`config.mk`:
```
export PLATFORM = sky130hd
export DESIGN_NAME = screen_rom_sequencer_flat
export DESIGN_NICKNAME = d
export VERILOG_FILES = /design/src/rtl/screen_rom_sequencer_if.sv /design/src/rtl/screen_rom_sequencer.sv /design/src/flat_wrapper.sv
export SDC_FILE = /design/constraint.sdc
export NUM_CORES = 1
export LEC_CHECK = 0
export CAP_MARGIN = 20
export CORE_ASPECT_RATIO = 1.25
export CORE_MARGIN = 4
export CORE_UTILIZATION = 50
export DETAILED_ROUTE_END_ITERATION = 16
export GPL_ROUTABILITY_DRIVEN = 0
export PLACE_DENSITY_LB_ADDON = 0.3
export SLEW_MARGIN = 20
export SYNTH_ARGS = -nofsm -noshare
export SYNTH_HDL_FRONTEND = slang
export SYNTH_SLANG_ARGS = --single-unit
```
`constraint.sdc`:
```
create_clock -name clk -period 4.4 [get_ports clk]
set_input_delay 0.66 -clock clk [delete_from_list [all_inputs] [get_ports clk]]
set_output_delay 0.66 -clock clk [all_outputs]
set_load 0.05 [all_outputs]
```
`src/rtl/screen_rom_sequencer_if.sv`:
```
// Bundle between the screen sequencer and its pixel source / image ROM bank.
// The slave side is the sequencer; the master side drives requests and ROM data.
interface screen_rom_sequencer_if #(
    parameter int NUM_SCREENS = 4,
    parameter int COLOR_W     = 3,
    parameter int ADDR_W      = 19,
    parameter int SEL_W       = 2
) ();

    logic [SEL_W-1:0]               mode_sel;
    logic                           mode_valid;
    logic                           frame_start;
    logic                           pix_req;
    logic [ADDR_W-1:0]              rom_addr;
    logic [NUM_SCREENS*COLOR_W-1:0] rom_q;
    logic [COLOR_W-1:0]             pix_data;
    logic                           pix_valid;
    logic [SEL_W-1:0]               cur_mode;
    logic                           mode_busy;

    modport master (
        output mode_sel,
        output mode_valid,
        output frame_start,
        output pix_req,
        output rom_q,
        input  rom_addr,
        input  pix_data,
        input  pix_valid,
        input  cur_mode,
        input  mode_busy
    );

    modport slave (
        input  mode_sel,
        input  mode_valid,
        input  frame_start,
        input  pix_req,
        input  rom_q,
        output rom_addr,
        output pix_data,
        output pix_valid,
        output cur_mode,
        output mode_busy
    );

endinterface

```
`src/rtl/screen_rom_sequencer.sv`:
```
// Shared-address image ROM sequencer with frame-aligned screen switching.
// Define SCREEN_BLANK_EN to insert one black frame after each applied switch.
module screen_rom_sequencer #(
    parameter int NUM_SCREENS   = 4,
    parameter int COLOR_W       = 3,
    parameter int ADDR_W        = 19,
    parameter int PIX_PER_FRAME = 307200,
    parameter int SEL_W         = 2
) (
    input  logic                  clk,
    input  logic                  reset,
    screen_rom_sequencer_if.slave bus
);

    localparam logic [ADDR_W-1:0] LAST = ADDR_W'(PIX_PER_FRAME - 1);
    localparam logic [ADDR_W-1:0] ONE  = ADDR_W'(1);

`ifdef SCREEN_BLANK_EN
    typedef enum logic [1:0] {
        SHOW,
        PENDING,
        BLANK
    } state_t;
`else
    typedef enum logic [1:0] {
        SHOW,
        PENDING
    } state_t;
`endif

    state_t             state;
    logic [SEL_W-1:0]   target;
    logic               pend;
    logic [SEL_W-1:0]   cur_mode;
    logic               mode_busy;
    logic [SEL_W-1:0]   req_mode;

    logic [ADDR_W-1:0]  addr_cnt;
    logic [ADDR_W-1:0]  rom_addr;
    logic               frame_end;
    logic               boundary;

    logic               v1;
    logic               v2;
    logic [SEL_W-1:0]   sel1;
    logic [SEL_W-1:0]   sel2;
    logic [COLOR_W-1:0] rom_pix;
    logic [COLOR_W-1:0] pix_data;
    logic               pix_valid;

`ifdef SCREEN_BLANK_EN
    logic               blank1;
    logic               blank2;
`endif

    // Out-of-range requests fall back to the start screen.
    assign req_mode = (int'(bus.mode_sel) < NUM_SCREENS) ? bus.mode_sel : '0;

    assign frame_end = bus.pix_req && (addr_cnt == LAST);
    assign boundary  = frame_end || bus.frame_start;

    always_ff @(posedge clk or posedge reset) begin
        if (reset) begin
            addr_cnt <= '0;
            rom_addr <= '0;
        end else if (bus.frame_start) begin
            if (bus.pix_req) begin
                rom_addr <= '0;
                addr_cnt <= ONE;
            end else begin
                addr_cnt <= '0;
            end
        end else if (bus.pix_req) begin
            rom_addr <= addr_cnt;
            addr_cnt <= frame_end ? '0 : addr_cnt + ONE;
        end
    end

    // A new request always overrides whatever the state logic did to pend/target.
    always_ff @(posedge clk or posedge reset) begin
        if (reset) begin
            state     <= SHOW;
            target    <= '0;
            pend      <= 1'b0;
            cur_mode  <= '0;
            mode_busy <= 1'b0;
        end else begin
            unique case (state)
                SHOW: begin
                    if (pend) begin
                        if (target != cur_mode) begin
                            state     <= PENDING;
                            mode_busy <= 1'b1;
                        end else begin
                            pend <= 1'b0;
                        end
                    end
                end
                PENDING: begin
                    if (boundary) begin
                        cur_mode <= target;
                        pend     <= 1'b0;
`ifdef SCREEN_BLANK_EN
                        state    <= BLANK;
`else
                        state     <= SHOW;
                        mode_busy <= 1'b0;
`endif
                    end
                end
`ifdef SCREEN_BLANK_EN
                BLANK: begin
                    if (boundary) begin
                        if (pend && (target != cur_mode)) begin
                            state <= PENDING;
                        end else begin
                            state     <= SHOW;
                            mode_busy <= 1'b0;
                        end
                    end
                end
`endif
                default: begin
                    state     <= SHOW;
                    mode_busy <= 1'b0;
                end
            endcase
            if (bus.mode_valid) begin
                target <= req_mode;
                pend   <= 1'b1;
            end
        end
    end

    // Screen index travels with the address so the ROM output and select line up.
    always_ff @(posedge clk or posedge reset) begin
        if (reset) begin
            v1        <= 1'b0;
            v2        <= 1'b0;
            sel1      <= '0;
            sel2      <= '0;
            pix_valid <= 1'b0;
            pix_data  <= '0;
        end else begin
            v1        <= bus.pix_req;
            v2        <= v1;
            sel1      <= cur_mode;
            sel2      <= sel1;
            pix_valid <= v2;
            pix_data  <= rom_pix;
        end
    end

`ifdef SCREEN_BLANK_EN
    always_ff @(posedge clk or posedge reset) begin
        if (reset) begin
            blank1 <= 1'b0;
            blank2 <= 1'b0;
        end else begin
            blank1 <= (state == BLANK);
            blank2 <= blank1;
        end
    end
`endif

    always_comb begin
        rom_pix = '0;
        for (int i = 0; i < NUM_SCREENS; i++) begin
            if (sel2 == SEL_W'(i)) begin
                rom_pix = bus.rom_q[i*COLOR_W +: COLOR_W];
            end
        end
`ifdef SCREEN_BLANK_EN
        if (blank2) begin
            rom_pix = '0;
        end
`endif
    end

    assign bus.rom_addr  = rom_addr;
    assign bus.pix_data  = pix_data;
    assign bus.pix_valid = pix_valid;
    assign bus.cur_mode  = cur_mode;
    assign bus.mode_busy = mode_busy;

endmodule
```
`src/flat_wrapper.sv`:
```
// flat-port wrapper written by rule: the top's interface ports become plain ports
module screen_rom_sequencer_flat 
#(
    parameter int NUM_SCREENS   = 4,
    parameter int COLOR_W       = 3,
    parameter int ADDR_W        = 19,
    parameter int PIX_PER_FRAME = 307200,
    parameter int SEL_W         = 2
)
  (clk, reset, bus_mode_sel, bus_mode_valid, bus_frame_start, bus_pix_req, bus_rom_q, bus_rom_addr, bus_pix_data, bus_pix_valid, bus_cur_mode, bus_mode_busy);
  screen_rom_sequencer_if #(.NUM_SCREENS(NUM_SCREENS), .COLOR_W(COLOR_W), .ADDR_W(ADDR_W), .SEL_W(SEL_W)) bus_i ();
  input  logic clk;
  input  logic reset;
  input wire logic [$bits(bus_i.mode_sel)-1:0] bus_mode_sel;
  input wire logic [$bits(bus_i.mode_valid)-1:0] bus_mode_valid;
  input wire logic [$bits(bus_i.frame_start)-1:0] bus_frame_start;
  input wire logic [$bits(bus_i.pix_req)-1:0] bus_pix_req;
  input wire logic [$bits(bus_i.rom_q)-1:0] bus_rom_q;
  output wire logic [$bits(bus_i.rom_addr)-1:0] bus_rom_addr;
  output wire logic [$bits(bus_i.pix_data)-1:0] bus_pix_data;
  output wire logic [$bits(bus_i.pix_valid)-1:0] bus_pix_valid;
  output wire logic [$bits(bus_i.cur_mode)-1:0] bus_cur_mode;
  output wire logic [$bits(bus_i.mode_busy)-1:0] bus_mode_busy;
  assign bus_i.mode_sel = bus_mode_sel;
  assign bus_i.mode_valid = bus_mode_valid;
  assign bus_i.frame_start = bus_frame_start;
  assign bus_i.pix_req = bus_pix_req;
  assign bus_i.rom_q = bus_rom_q;
  assign bus_rom_addr = bus_i.rom_addr;
  assign bus_pix_data = bus_i.pix_data;
  assign bus_pix_valid = bus_i.pix_valid;
  assign bus_cur_mode = bus_i.cur_mode;
  assign bus_mode_busy = bus_i.mode_busy;
  screen_rom_sequencer #(.NUM_SCREENS(NUM_SCREENS), .COLOR_W(COLOR_W), .ADDR_W(ADDR_W), .PIX_PER_FRAME(PIX_PER_FRAME), .SEL_W(SEL_W)) u_core (.clk(clk), .reset(reset), .bus(bus_i));
endmodule
```
# After elaboration in Yosys (flattened, before gate mapping)
# Index checks and enable logic that the tools add are counted.
[totals] ff_bits=56 in_bits=19
[classes] add_sub_neg=1 eq_ne=10 mux=23 reduce_logical=9
[ops] op="2-to-1 mux 19 bit" count=6
[ops] op="adder 19 x 1 -> 19 bit, second input constant" count=1
[ops] op="== test 19 bit, second input constant" count=1
[ops] op="2-to-1 mux 3 bit" count=4
[ops] op="2-to-1 mux 1 bit" count=7
[ops] op="2-to-1 mux 2 bit" count=3
[ops] op="!= test 2 x 1 -> 1 bit, second input constant" count=3
[ops] op="== test 2 x 1 -> 1 bit, second input constant" count=2
[ops] op="== test 2 bit, second input constant" count=2
[ops] op="logical NOT 2 bit" count=2
[ops] op="case mux 1 bit (2 select lines)" count=2
[ops] op="case mux 2 bit (2 select lines)" count=1
[ops] op="AND reduction 2 bit" count=2
[ops] op="!= test 3 x 2 -> 1 bit, second input constant" count=1
[ops] op="AND reduction 3 bit" count=1
[ops] op="nonzero test 3 bit" count=1
[ops] op="!= test 2 bit" count=1
[ops] op="nonzero test 2 bit" count=1
[ops] op="logical AND 1 bit" count=1
[ops] op="logical OR 1 bit" count=1

# Logic depth before layout (Yosys ltp)
[logic_depth] word_depth=6 depth_mapped=6

# Least setup slack after synthesis
# Ideal clock, no wire load.
[synth_timing] kind="register to register" start="register u_core.addr_cnt[0]" end="register u_core.addr_cnt[16]" setup_ns=0.077 arrival_ns=1.774 required_time_ns=4.323 setup_slack_ns=2.549 path_stages_with_launch=7 synth_period_minus_slack_ns=1.851 path_cell_list="dfrtp_1 -> ha_1 -> nand3_1 -> or3_1 -> buf_2 -> or4_1 -> a21oi_1"
[synth_via] elab_chain_len=5
[synth_rtl] element="start: declaration" line="screen_rom_sequencer.sv:38" rtl="logic [ADDR_W-1:0] addr_cnt;"
[synth_rtl] element="start signal: assignment" line="screen_rom_sequencer.sv:75" rtl="addr_cnt <= frame_end ? '0 : addr_cnt + ONE;"
[synth_rtl] element="branches (longest 2 deep; another with adder 19 x 1 -> 19 bit)"
[synth_rtl] element="2-to-1 mux 19 bit (*)" line="screen_rom_sequencer.sv:75"
[synth_rtl] element="2-to-1 mux 19 bit (*)" line="screen_rom_sequencer.sv:73" rtl="end else if (bus.pix_req) begin"
[synth_rtl] element="2-to-1 mux 19 bit (*)" line="screen_rom_sequencer.sv:66" rtl="end else if (bus.frame_start) begin"
# Mark *: on every way between the ends. The select of a mux whose other input is x is not followed.
# A chain may end at the register's enable or synchronous reset.

# Worst setup path in the final report
[layout_timing] start="input bus_frame_start" end="register u_core.addr_cnt[16]"
[layout_via] elab_chain_len=1
[layout_rtl] element="start: declaration" line="flat_wrapper.sv:16" rtl="input wire logic [$bits(bus_i.frame_start)-1:0] bus_frame_start;"
[layout_rtl] element="2-to-1 mux 19 bit or nonzero test 2 bit (tied branches)"
# Several ways; a longest one is shown, not always the timed one.

==> impl_metrics.toml <==
[critical_path]
cp-end-kind = "flip-flop"
path_class = "input pin to flip-flop"
crit_required_ns = 4.62
cp_max_fo = 22
cp.arrival_ns = 2.85
worstSetupStartpointType = "input pin"

[cts]
cts-buffers-inserted = 5
cts.path.max_buffers = 2
clk-insertion-delay-late_ns = 0.30
cts_resized = 0
h-tree-depth = 2
root_buffer = "clkbuf_8"
cts_tree = "built"
cts_setup_buffers = 0
clk_pin_slew_worst_paths_ns = 0.09
cts.sinks = 54
ctsHoldBuffers = 0

[cells_and_area]
layout-drive-gt1-share_pct = 7.605
fillers = 357
nets = 283
diodes = 0
syn_to_final_growth_pct = 23.45
multi_input_area_um2 = 889.6
register_area_um2 = 1351
post-route-util_pct = 65.08
mostFrequentLayoutCells = "dfrtp_1, clkdlybuf4s50_1, nand2_1"
finalInstanceArea_um2 = 2924
layout_commonest_cell = "dfrtp_1"

[die]
dieWidth_um = 69.56
dieArea_um2 = 5909
core.rowCount = 27
initial_core_util_pct = 52.72
core-area_um2 = 4493
die_h_um = 84.95
ioPinCount = 45

[route]
drtAntennaViolNets = 0
drt_iter0_drc = 92
remaining_drc_errors = 0
vias = 1702
finalWirelength_um = 4436
detailedRoute.firstPassIterationCount = 4
wl_per_cell_um = 13.82
drt-vias-per-instance = 5.302

[worst_hold_path]
hp-class = "flip-flop to flip-flop"

[run_status]
status = "complete, no violations"

[synth]
synth_edf_count = 0
synth_area_um2 = 2369
syn-instance-count = 222
synth-adder-area-share_pct = 0.5283
synth_flop_cell = "dfrtp_1"
synth_compound_area_share_pct = 12.47
synth_top_family_by_area = "simple AND/OR/NAND/NOR gates"
ys_types = 38
synthSimpleGateAreaFrac_pct = 15.48
seq_area_frac_synth_pct = 57.05
synth_xor_area_share_pct = 4.807
synth_fp_nets = 242
yosys_register_bits = 54
muxShareOfSynthArea_pct = 4.279
synth_area_per_cell_um2 = 10.67
yosysWarnings = 0
async_reset_ff_share_pct = 100.0

[sta]
layout_worst_path_cycle_share_pct = 59.81
post-route-min-period_ns = 2.632
max_freq_mhz = 380.0
tightest_slew_ns = 0.8982
maxSlewHeadroom_pct = 40.05
holdWs_ns = 0.3559
clock_skew_ns = 0.006111
finalSetupViolCount = 0
finalMaxSlewViolations = 0
hold_viol = 0
fin_tns_setup_ns = 0
rsz0062_at_grt = "no"

[placed_design]
placed_cell_area_um2 = 2844
hpwlAfterDp_um = 3087
port_buffers = 44

[global_route]
grt_overflow_total = 0
grt_pass1_vias = 1741
grt_pass1_wl_um = 7921
grt_usage_pct = 16.46
grt_max_degree = 55
antenna_found_initial = 0

[power_and_ir_drop]
vdd_drop_max_uv = 293.0
power.density_nw_per_um2 = 389.1
cellLeakagePower_uw = 0.001184
power_uw = 1138

[job]
max_cap_viol_count = 0
[path summary, 6_finish.rpt]
path,from,endpoint,slack [ns],cells past startpoint
min in group asynchronous,reset,u_core.bus.pix_valid,0.84,2
worst max-delay path,bus_frame_start,u_core.addr_cnt[16],1.77,5
worst min register to register,u_core.v2,u_core.bus.pix_valid,0.36,0
max in group asynchronous,reset,u_core.addr_cnt[4],3.04,2
worst max register to register,u_core.addr_cnt[1],u_core.bus.cur_mode[1],2.34,5
worst min-delay path,u_core.v2,u_core.bus.pix_valid,0.36,0
[registers in the layout (all words and copies together) (netlist names)]
register and flops:
u_core.v2 1, u_core.target 2, u_core.v1 1, u_core.pend 1
u_core.sel2 2, u_core.state 1, u_core.bus.pix_data 3, u_core.bus.cur_mode 2
u_core.bus.pix_valid 1, u_core.sel1 2, u_core.bus.rom_addr 19, u_core.addr_cnt 19
[area by class of cell]
| class | instances | area share (%) |
|---|---|---|
| Clock buffer | 5 | 2.353 |
| Clock inverter | 2 | 0.3423 |
| Inverter | 22 | 2.867 |
| Multi-Input combinational cell | 135 | 30.42 |
| Sequential cell | 54 | 46.21 |
| Tap cell | 58 | 2.482 |
| Timing Repair Buffer | 45 | 15.32 |
[metrics by stage]
| step | cells | setup WS [ns] |
|---|---|---|
| global placement | 314 | 1.533 |
| floorplan | 222 | 2.425 |
| CTS | 321 | 1.783 |
| finish | 321 | 1.768 |
| global route | 321 | 1.606 |
| detailed placement | 314 | 1.481 |
[per-layer routing]
| layer | global-route usage, % | routed length, um | vias up |
|---|---|---|---|
| met3 | 3.910 | 150 | 4 |
| met5 | 0 | 0 | - |
| met2 | 29.34 | 2352 | 30 |
| met1 | 19.63 | 1891 | 820 |
| met4 | 5.151 | 42 | 0 |
| li1 | - | - | 848 |
[where the power goes]
part / switching [uW] / internal [uW]
combinational: 165 / 122
sequential: 44.4 / 551
clock: 149 / 107
total: 358 / 780
[critical path: stages]
cell,delay [ns]
clkdlybuf4s50_1,0.93
nor2_1,0.15
or3_1,0.45
or4_1,0.49
a21oi_1,0.17
[logic make-up (layout without fill, tap and decap cells)]
| kind of cell | Yosys count | in the layout |
|---|---|---|
| buffers and inverters | 33 | 74 |
| AND/OR/NAND/NOR | 70 | 70 |
| AO/OA/AOI/OAI | 45 | 45 |
| XOR/XNOR | 13 | 13 |
| adder cells (fa/ha/maj) | 1 | 1 |
| flip-flops | 54 | 54 |
| multiplexers | 6 | 6 |
[cells in the mapped netlist (all sizes together) (3+ instances only)]
master | instances | area [um2]
mux2 | 3 | 33.78
xor2 | 8 | 70.07
nor2b | 3 | 18.77
o22ai | 9 | 56.30
nor4b | 3 | 32.53
inv | 22 | 82.58
clkbuf | 7 | 26.28
or4 | 5 | 37.54
o21ai | 10 | 50.05
nand3 | 4 | 20.02
mux4 | 3 | 67.56
xnor2 | 5 | 43.79
dfrtp | 54 | 1351
nand2 | 25 | 93.84
o31ai | 5 | 37.54
buf | 4 | 18.76
nor2 | 14 | 52.55
nand4 | 7 | 50.05
a21oi | 9 | 45.04
(Power assumes the default switching activity.)
